`config.mk`:
```
export PLATFORM = sky130hd
export DESIGN_NAME = player_input_ctrl_flat
export DESIGN_NICKNAME = d
export VERILOG_FILES = /design/src/rtl/player_input_ctrl_if.sv /design/src/rtl/player_input_ctrl.sv /design/src/flat_wrapper.sv
export SDC_FILE = /design/constraint.sdc
export NUM_CORES = 1
export LEC_CHECK = 0
export BUFFER_PORTS_ARGS = -buffer_cell sky130_fd_sc_hd__buf_4
export CAP_MARGIN = 5
export CORE_ASPECT_RATIO = 0.6
export CORE_MARGIN = 2
export CORE_UTILIZATION = 45
export DETAILED_ROUTE_END_ITERATION = 12
export SETUP_SLACK_MARGIN = 0.5
export SYNTH_ARGS = -nofsm -noshare
export SYNTH_HDL_FRONTEND = slang
export SYNTH_SLANG_ARGS = --single-unit
```
`constraint.sdc`:
```
create_clock -name clk -period 3.6 [get_ports clk]
set_input_delay 0.18 -clock clk [delete_from_list [all_inputs] [get_ports clk]]
set_output_delay 0.18 -clock clk [all_outputs]
set_load 0.01 [all_outputs]
```
`src/rtl/player_input_ctrl_if.sv`:
```
`default_nettype none
// ============================================================================
// Module      : player_input_ctrl_if
// Description : Bundles one player's raw button inputs with the tick-aligned
//               command outputs that feed player_move.
// Revision    : 1.0 - initial release
// ============================================================================
interface player_input_ctrl_if;
    logic btn_left_raw;
    logic btn_right_raw;
    logic btn_attack_raw;
    logic SCEN;
    logic move_left;
    logic move_right;
    logic attack_req;
    logic dash;

    // Board side: drives buttons, observes commands
    modport master (
        output btn_left_raw, btn_right_raw, btn_attack_raw,
        input  SCEN, move_left, move_right, attack_req, dash
    );

    // Controller side: samples buttons, produces commands
    modport slave (
        input  btn_left_raw, btn_right_raw, btn_attack_raw,
        output SCEN, move_left, move_right, attack_req, dash
    );
endinterface
`default_nettype wire

```
`src/rtl/player_input_ctrl.sv`:
```
`default_nettype none
// ============================================================================
// Module      : player_input_ctrl
// Description : Synchronises and debounces one player's buttons, generates
//               the game-tick strobe SCEN and presents tick-aligned movement
//               commands, an attack request and (optionally) a dash pulse.
//               Optional dash detection is enabled by defining PLAYER_DASH_EN.
// Revision    : 1.0 - initial release
// ============================================================================
module player_input_ctrl #(
    parameter int unsigned TICK_DIV    = 1666667,
    parameter int unsigned TICK_W      = 21,
    parameter int unsigned DB_CYCLES   = 500000,
    parameter int unsigned DB_W        = 19,
    parameter int unsigned DASH_WINDOW = 12
) (
    input  wire logic          clk,
    input  wire logic          reset,
    player_input_ctrl_if.slave bus
);

    localparam logic [TICK_W-1:0] c_tick_last = TICK_W'(TICK_DIV - 1);
    localparam logic [DB_W-1:0]   c_db_last   = DB_W'(DB_CYCLES - 1);

    // Bit 0 = left, bit 1 = right, bit 2 = attack
    logic [2:0] w_raw;
    logic [2:0] r_sync1;
    logic [2:0] r_sync2;
    logic [2:0] w_db;

    assign w_raw = {bus.btn_attack_raw, bus.btn_right_raw, bus.btn_left_raw};

    // Two-flop synchroniser for the asynchronous button levels
    always_ff @(posedge clk) begin
        if (reset) begin
            r_sync1 <= 3'b000;
            r_sync2 <= 3'b000;
        end else begin
            r_sync1 <= w_raw;
            r_sync2 <= r_sync1;
        end
    end

    for (genvar g = 0; g < 3; g++) begin : g_btn
        logic            r_db;
        logic [DB_W-1:0] r_cnt;

        // Accept a new level only after DB_CYCLES consecutive disagreeing samples
        always_ff @(posedge clk) begin
            if (reset) begin
                r_db  <= 1'b0;
                r_cnt <= '0;
            end else if (r_sync2[g] == r_db) begin
                r_cnt <= '0;
            end else if (r_cnt == c_db_last) begin
                r_db  <= r_sync2[g];
                r_cnt <= '0;
            end else begin
                r_cnt <= r_cnt + 1'b1;
            end
        end

        assign w_db[g] = r_db;
    end

    logic [TICK_W-1:0] r_tcnt;
    logic              w_tick_end;
    logic              r_scen;

    assign w_tick_end = (r_tcnt == c_tick_last);

    // Free-running tick divider; SCEN follows the terminal count by one cycle
    always_ff @(posedge clk) begin
        if (reset) begin
            r_tcnt <= '0;
            r_scen <= 1'b0;
        end else begin
            r_tcnt <= w_tick_end ? '0 : r_tcnt + 1'b1;
            r_scen <= w_tick_end;
        end
    end

    logic r_db_a_d;
    logic w_rise_a;
    logic r_atk_pend;
    logic r_atk_req;
    logic r_move_left;
    logic r_move_right;

    assign w_rise_a = w_db[2] & ~r_db_a_d;

    // Latch movement on the tick edge; collect attack presses between ticks
    always_ff @(posedge clk) begin
        if (reset) begin
            r_db_a_d     <= 1'b0;
            r_atk_pend   <= 1'b0;
            r_atk_req    <= 1'b0;
            r_move_left  <= 1'b0;
            r_move_right <= 1'b0;
        end else begin
            r_db_a_d <= w_db[2];
            if (w_tick_end) begin
                r_move_left  <= w_db[0] & ~w_db[1];
                r_move_right <= w_db[1] & ~w_db[0];
                r_atk_req    <= r_atk_pend | w_rise_a;
                r_atk_pend   <= 1'b0;
            end else begin
                r_atk_req <= 1'b0;
                if (w_rise_a) begin
                    r_atk_pend <= 1'b1;
                end
            end
        end
    end

`ifdef PLAYER_DASH_EN
    localparam int unsigned AGE_W = $clog2(DASH_WINDOW + 2);
    localparam logic [AGE_W-1:0] c_age_win = AGE_W'(DASH_WINDOW);
    localparam logic [AGE_W-1:0] c_age_max = AGE_W'(DASH_WINDOW + 1);

    logic             r_db_l_d;
    logic             r_db_r_d;
    logic             w_rise_l;
    logic             w_rise_r;
    logic             w_dash_set;
    logic [AGE_W-1:0] r_age_l;
    logic [AGE_W-1:0] r_age_r;
    logic             r_dash_pend;
    logic             r_dash;

    assign w_rise_l   = w_db[0] & ~r_db_l_d;
    assign w_rise_r   = w_db[1] & ~r_db_r_d;
    assign w_dash_set = (w_rise_l & ~w_rise_r & (r_age_l <= c_age_win)) |
                        (w_rise_r & ~w_rise_l & (r_age_r <= c_age_win));

    // Track ticks since each direction's last press; an opposite press
    // forgets the other direction. Ages start saturated so the first press
    // after reset is never treated as the second half of a dash.
    always_ff @(posedge clk) begin
        if (reset) begin
            r_db_l_d <= 1'b0;
            r_db_r_d <= 1'b0;
            r_age_l  <= c_age_max;
            r_age_r  <= c_age_max;
        end else begin
            r_db_l_d <= w_db[0];
            r_db_r_d <= w_db[1];
            if (w_rise_l && w_rise_r) begin
                r_age_l <= c_age_max;
                r_age_r <= c_age_max;
            end else if (w_rise_l) begin
                r_age_l <= '0;
                r_age_r <= c_age_max;
            end else if (w_rise_r) begin
                r_age_r <= '0;
                r_age_l <= c_age_max;
            end else if (w_tick_end) begin
                if (r_age_l != c_age_max) r_age_l <= r_age_l + 1'b1;
                if (r_age_r != c_age_max) r_age_r <= r_age_r + 1'b1;
            end
        end
    end

    // Hold a detected dash until the next tick edge, then pulse it once
    always_ff @(posedge clk) begin
        if (reset) begin
            r_dash_pend <= 1'b0;
            r_dash      <= 1'b0;
        end else if (w_tick_end) begin
            r_dash      <= r_dash_pend | w_dash_set;
            r_dash_pend <= 1'b0;
        end else begin
            r_dash <= 1'b0;
            if (w_dash_set) begin
                r_dash_pend <= 1'b1;
            end
        end
    end

    assign bus.dash = r_dash;
`else
    assign bus.dash = 1'b0;
`endif

    assign bus.SCEN       = r_scen;
    assign bus.move_left  = r_move_left;
    assign bus.move_right = r_move_right;
    assign bus.attack_req = r_atk_req;

endmodule
`default_nettype wire

```
`src/flat_wrapper.sv`:
```
// flat-port wrapper written by rule: the top's interface ports become plain ports
module player_input_ctrl_flat 
#(
    parameter int unsigned TICK_DIV    = 1666667,
    parameter int unsigned TICK_W      = 21,
    parameter int unsigned DB_CYCLES   = 500000,
    parameter int unsigned DB_W        = 19,
    parameter int unsigned DASH_WINDOW = 12
)
  (clk, reset, bus_btn_left_raw, bus_btn_right_raw, bus_btn_attack_raw, bus_SCEN, bus_move_left, bus_move_right, bus_attack_req, bus_dash);
  player_input_ctrl_if bus_i ();
  input  wire logic clk;
  input  wire logic reset;
  input wire logic [$bits(bus_i.btn_left_raw)-1:0] bus_btn_left_raw;
  input wire logic [$bits(bus_i.btn_right_raw)-1:0] bus_btn_right_raw;
  input wire logic [$bits(bus_i.btn_attack_raw)-1:0] bus_btn_attack_raw;
  output wire logic [$bits(bus_i.SCEN)-1:0] bus_SCEN;
  output wire logic [$bits(bus_i.move_left)-1:0] bus_move_left;
  output wire logic [$bits(bus_i.move_right)-1:0] bus_move_right;
  output wire logic [$bits(bus_i.attack_req)-1:0] bus_attack_req;
  output wire logic [$bits(bus_i.dash)-1:0] bus_dash;
  assign bus_i.btn_left_raw = bus_btn_left_raw;
  assign bus_i.btn_right_raw = bus_btn_right_raw;
  assign bus_i.btn_attack_raw = bus_btn_attack_raw;
  assign bus_SCEN = bus_i.SCEN;
  assign bus_move_left = bus_i.move_left;
  assign bus_move_right = bus_i.move_right;
  assign bus_attack_req = bus_i.attack_req;
  assign bus_dash = bus_i.dash;
  player_input_ctrl #(.TICK_DIV(TICK_DIV), .TICK_W(TICK_W), .DB_CYCLES(DB_CYCLES), .DB_W(DB_W), .DASH_WINDOW(DASH_WINDOW)) u_core (.clk(clk), .reset(reset), .bus(bus_i));
endmodule
```
; ---- After elaboration in Yosys (flattened, before gate mapping)
; Index checks and enable logic that the tools add are counted.
; Widths: inputs -> output; s select.
[word_totals]
out_inout_bits = 5
ff_bits = 93
inputBits = 5
wordCells = 45
[op_classes]
reduce_logical = 8
addsub = 4
n_eq_ne = 7
n_bitwise = 11
[ops]
columns = operator, n
row1 = $add 19x1->19 const B, 3
row2 = $eq 19x19->1 const B, 3
row3 = $add 21x1->21 const B, 1
row4 = $eq 21x21->1 const B, 1
row5 = $reduce_or 3->1, 3
row6 = $not 1->1, 7
row7 = $reduce_and 2->1, 3
row8 = $reduce_or 2->1, 2
row9 = $and 1x1->1, 3
row10 = $eq 1x1->1, 3
row11 = $or 1x1->1, 1

; ---- Depth between registers and ports, before layout
[logic_depth]
depth_word = 3
ltp_mapped = 7
ltp_nobuf = 6

; ---- Worst setup path after synthesis
; No wires, ideal clock.
[synth_path]
path_kind = register -> register
start = register u_core.r_tcnt[0]
end = register u_core.r_move_left, in the netlist u_core.bus.move_left
path_buffers = 0
t_required_ns = 3.479
arrival_ns = 1.636
path_stages_with_launch = 7
slack_ns = 1.843
cell_sequence = dfxtp_1 > inv_1 > ha_1 > nand3_1 > or4_1 > o21bai_2 > a2bb2o_1
[synth_between]
elab_chain_len = 1
[synth_rtl]
columns = item, line
row1 = from (decl), player_input_ctrl.sv:66  ; logic [TICK_W-1:0] r_tcnt;
row2 = from (signal assigned), player_input_ctrl.sv:78  ; r_tcnt <= w_tick_end ? '0 : r_tcnt + 1'b1;
row3 = $eq 21x21->1, player_input_ctrl.sv:70  ; assign w_tick_end = (r_tcnt == c_tick_last);
row4 = to (signal assigned), player_input_ctrl.sv:103  ; r_move_left <= w_db[0] & ~w_db[1];
row5 = to (decl), player_input_ctrl.sv:87  ; logic r_move_left;
; No other way between the ends.
; A chain may end at the register's enable or synchronous reset.

; ---- Final worst setup path
[layout_path]
start = register u_core.r_tcnt[9]
end = register u_core.r_tcnt[7]
[layout_between]
elab_chain_len = 2
[layout_rtl]
columns = item, line
row1 = $eq 21x21->1, player_input_ctrl.sv:70
row2 = $reduce_or 2->1 (no line), n/a
; No other way between the ends.

==> impl_metrics.tcl <==
set metrics [dict create \
    via_count_of_the_first_global_routing_pass 2779 \
    worst-setup-path-type "register to register" \
    drtPass1Iterations 4 \
    maximum_number_of_pins_on_one_net_before_global_route_repair 18 \
    clk_transition_reported_paths_ns 0.06 \
    post_drt_wl_per_cell_um 12.9 \
    combinationalPowerShare_pct 1.4 \
    max-cap-violations 0 \
    clockPowerShare_pct 50.0 \
    cts_resized 0 \
    max-slew-margin-rel_pct 52.3 \
    critical_path.cell_chain "nand3_1 -> or4_1 -> o21bai_2 -> buf_4 -> nor2_1" \
    root_buffer "clkbuf_16" \
    cts_hold_repair.buffers 0 \
    yosys-top-cells-area "dfxtp_1, xor2_1, nor2_1" \
    finalMaxSlewViolations 0 \
    routed_wirelength_um 7460 \
    clkSinkCount 93 \
    critPathRequiredTime_ns 3.83 \
    dpl_worst_slack_ns 1.37 \
    timing.final.crit_share_pct 61.7 \
    post_synth.cell_area_avg_um2 8.92 \
    die_h_um 77.6 \
    synthesis.instances 455 \
    drc_errors 0 \
    gpl.final_weighted_congestion 0.765 \
    critPathMaxFanout 16 \
    grtUsageMet2_pct 23.2 \
    die_span_in_x_um 127 \
    seqPwrFrac_pct 48.6 \
    area_growth_from_synthesis_to_final_layout_pct 11.7 \
    synth_seq_cells 93 \
    unrepaired_setup_endpoints_after_global_routing "false" \
    antenna_left 0 \
    dr.first_iter.drc_count 266 \
    cts_buffers 9 \
    worstPathBufferInverterCount 1 \
    yosys.cell_types.count 39 \
    finalInstanceArea_mm2 0.00453 \
    initial_antenna_violation_count 0 \
    top_level_ports 10 \
    globalRouteMet1Util_pct 24.0 \
    postCtsSetupBuffers 0 \
    timing.critical_path.slowest_stage_cell "or4_1" \
    globalRouteMet3Util_pct 5.24 \
    finalNetCount 473 \
    routed-via-count 3148 \
    grt_overflow_total 0 \
    number_of_rows_in_the_core_area 26 \
    start_util_pct 47.1 \
    clock_skew_ns 0.00612 \
    hold-worst-slack_ns 0.0573 \
    cp-end-kind "register" \
    ctsHtreeMaxLevel 3 \
    clk_latency_ns 0.33 \
    layout_setup_ws_ns 1.38 \
    antenna_cells 0 \
    p_int_uw 1730 \
    netlist_area_mm2 0.00406 \
    post_route_cells_drive_above_1_share_pct 7.05 \
    synthDominantCellAreaShare_pct 45.9 \
    core_area_mm2 0.00862 \
    p_leak_uw 0.00143 \
    library_cell_with_the_largest_summed_area_after_synthesis "dfxtp_1" \
    power-per-cell-area_mw_per_mm2 472 \
    worstMarginPinSlew_ns 0.715 \
    run_status "complete, no violations" \
    aggregate_negative_setup_slack_ns 0 \
    number_of_synthesized_flops_with_an_enable_pin 0 \
    mappedNetlistNets 465 \
    worst-endpoint-arrival_ns 2.45 \
    numPortBuffers 8 \
    first_pass_grt_wire_length_um 13300 \
    holdCritPathClass "input pin to register" \
    fill_cells 783 \
    proportion_of_synthesized_chip_area_in_sequential_cells_pct 45.9 \
    synth_async_sr_flop_share_pct 0 \
    setup_viol_count_final 0 \
    tritoncts "built" \
    grtUsageTotal_pct 16.5 \
    critPathTopFamily "simple AND/OR/NAND/NOR gates" \
    clock_path_buffers 2 \
    placed_area_mm2 0.00419 \
    dieArea_mm2 0.00982 \
    final.min_clock_period_ns 2.22 \
    yosysWarningCount 0 \
    power.switching_fraction_pct 19.4 \
    busiest_layer "met1" \
    critical_path.startpoint_type "register" \
    ys_dominant_reg_cell "dfxtp_1" \
    p_sw_uw 415 \
    achievable-frequency_mhz 450 \
    max-vdd-ir-drop_mv 0.240 \
    ratio_of_routed_vias_to_standard_cells 5.43 \
    cpPeakStageDelay_ns 0.60 \
    hold_violations 0 \
    hpwl_um 5170 \
]
-- cell usage after synthesis, types with 2 or more instances --
library cell and number:
or4b_1 2, nor2b_1 10, clkbuf_1 4, a2bb2o_1 2, nor2_1 62, buf_2 5, nand2_1 27, ha_1 5
nand2b_1 3, o31ai_1 7, nor4_1 6, and3_1 5, inv_1 13, a21oi_1 24, or3_1 19, nor4b_1 7
nor3_1 5, and4_1 12, nand4_1 19, xor2_1 31, and2_1 2, or4_1 8, o21ai_0 17, dfxtp_1 93
o21bai_2 4, xnor2_1 20, nand3_1 31
-- stage by stage --
stage / util, % / power (uW) / instances
4_1_cts: 52.6 / 2180 / 580
3_5_place_dp: 48.7 / 1090 / 564
5_1_grt: 52.6 / 2220 / 580
3_3_place_gp: 48.7 / 1090 / 564
6_report: 52.6 / 2140 / 580
2_1_floorplan: - / 1090 / 455
-- final cells by class --
class | instances | area, um^2 | share of cell area (%)
clock buffer | 10 | 229 | 5.05
clock inverter | 6 | 111 | 2.46
inverter | 13 | 48.8 | 1.08
multi-input combinational | 337 | 2080 | 45.8
sequential | 93 | 1860 | 41.1
tap | 112 | 140 | 3.09
timing repair buffer | 9 | 67.6 | 1.49
-- state kept, by name (all words and copies together), names as in the netlist --
name / cells
u_core.r_db_a_d: 1
u_core.bus.move_left: 1
u_core.g_btn.r_db: 3
u_core.r_atk_pend: 1
u_core.r_sync2: 3
u_core.g_btn.r_cnt: 57
u_core.bus.move_right: 1
u_core.bus.attack_req: 1
u_core.r_sync1: 3
u_core.bus.SCEN: 1
u_core.r_tcnt: 21
-- cells in the final DEF (no fill, tap or decap), types with 13 or more instances in the layout --
| cell | count |
|---|---|
| xnor2_1 | 20 |
| nand3_1 | 31 |
| inv_1 | 13 |
| o21ai_0 | 17 |
| nand2_1 | 27 |
| xor2_1 | 31 |
| or3_1 | 19 |
| dfxtp_1 | 93 |
| nor2_1 | 62 |
| nand4_1 | 19 |
| a21oi_1 | 24 |
-- routing by layer --
layer,vias to the layer above,part of all wire [%]
met5,-,0
met4,0,1.3
met3,14,4.0
met2,43,40
met1,1462,54
li1,1629,-
-- kinds of logic (layout without fill, tap and decap cells) --
logic type               count (synthesis)  after routing  share of synthesized area, %
AND/OR/NAND/NOR                        224            224                          30.1
other                                    1              1                        0.0924
multiplexers                             1              1                         0.277
flip-flops                              93             93                          45.9
buffers and inverters                   25             38                          2.99
AO/OA/AOI/OAI                           55             55                          8.17
adder cells (fa/ha/maj)                  5              5                          1.54
XOR/XNOR                                51             51                          11.0
-- power by group through the flow --
| stage | combinational (uW) | sequential (uW) | clock (uW) |
|---|---|---|---|
| after floorplan | 25.3 | 1060 | 0 |
| after global placement | 29.7 | 1060 | 0 |
| after detailed placement | 30.0 | 1060 | 0 |
| after CTS | 30.0 | 1040 | 1100 |
| after global routing | 33.5 | 1040 | 1150 |
| final | 29.3 | 1040 | 1070 |
-- path summary, 6_finish.rpt --
check             slack (ns)           endpoint         startpoint  depth (start not counted)
setup / recovery        1.38   u_core.r_tcnt[7]   u_core.r_tcnt[9]                          5
hold / removal          0.06  u_core.r_sync1[1]  bus_btn_right_raw                          2
setup reg to reg        1.38   u_core.r_tcnt[7]   u_core.r_tcnt[9]                          5
hold reg to reg         0.44  u_core.r_sync2[0]  u_core.r_sync1[0]                          1
(Power assumes the default switching activity.)
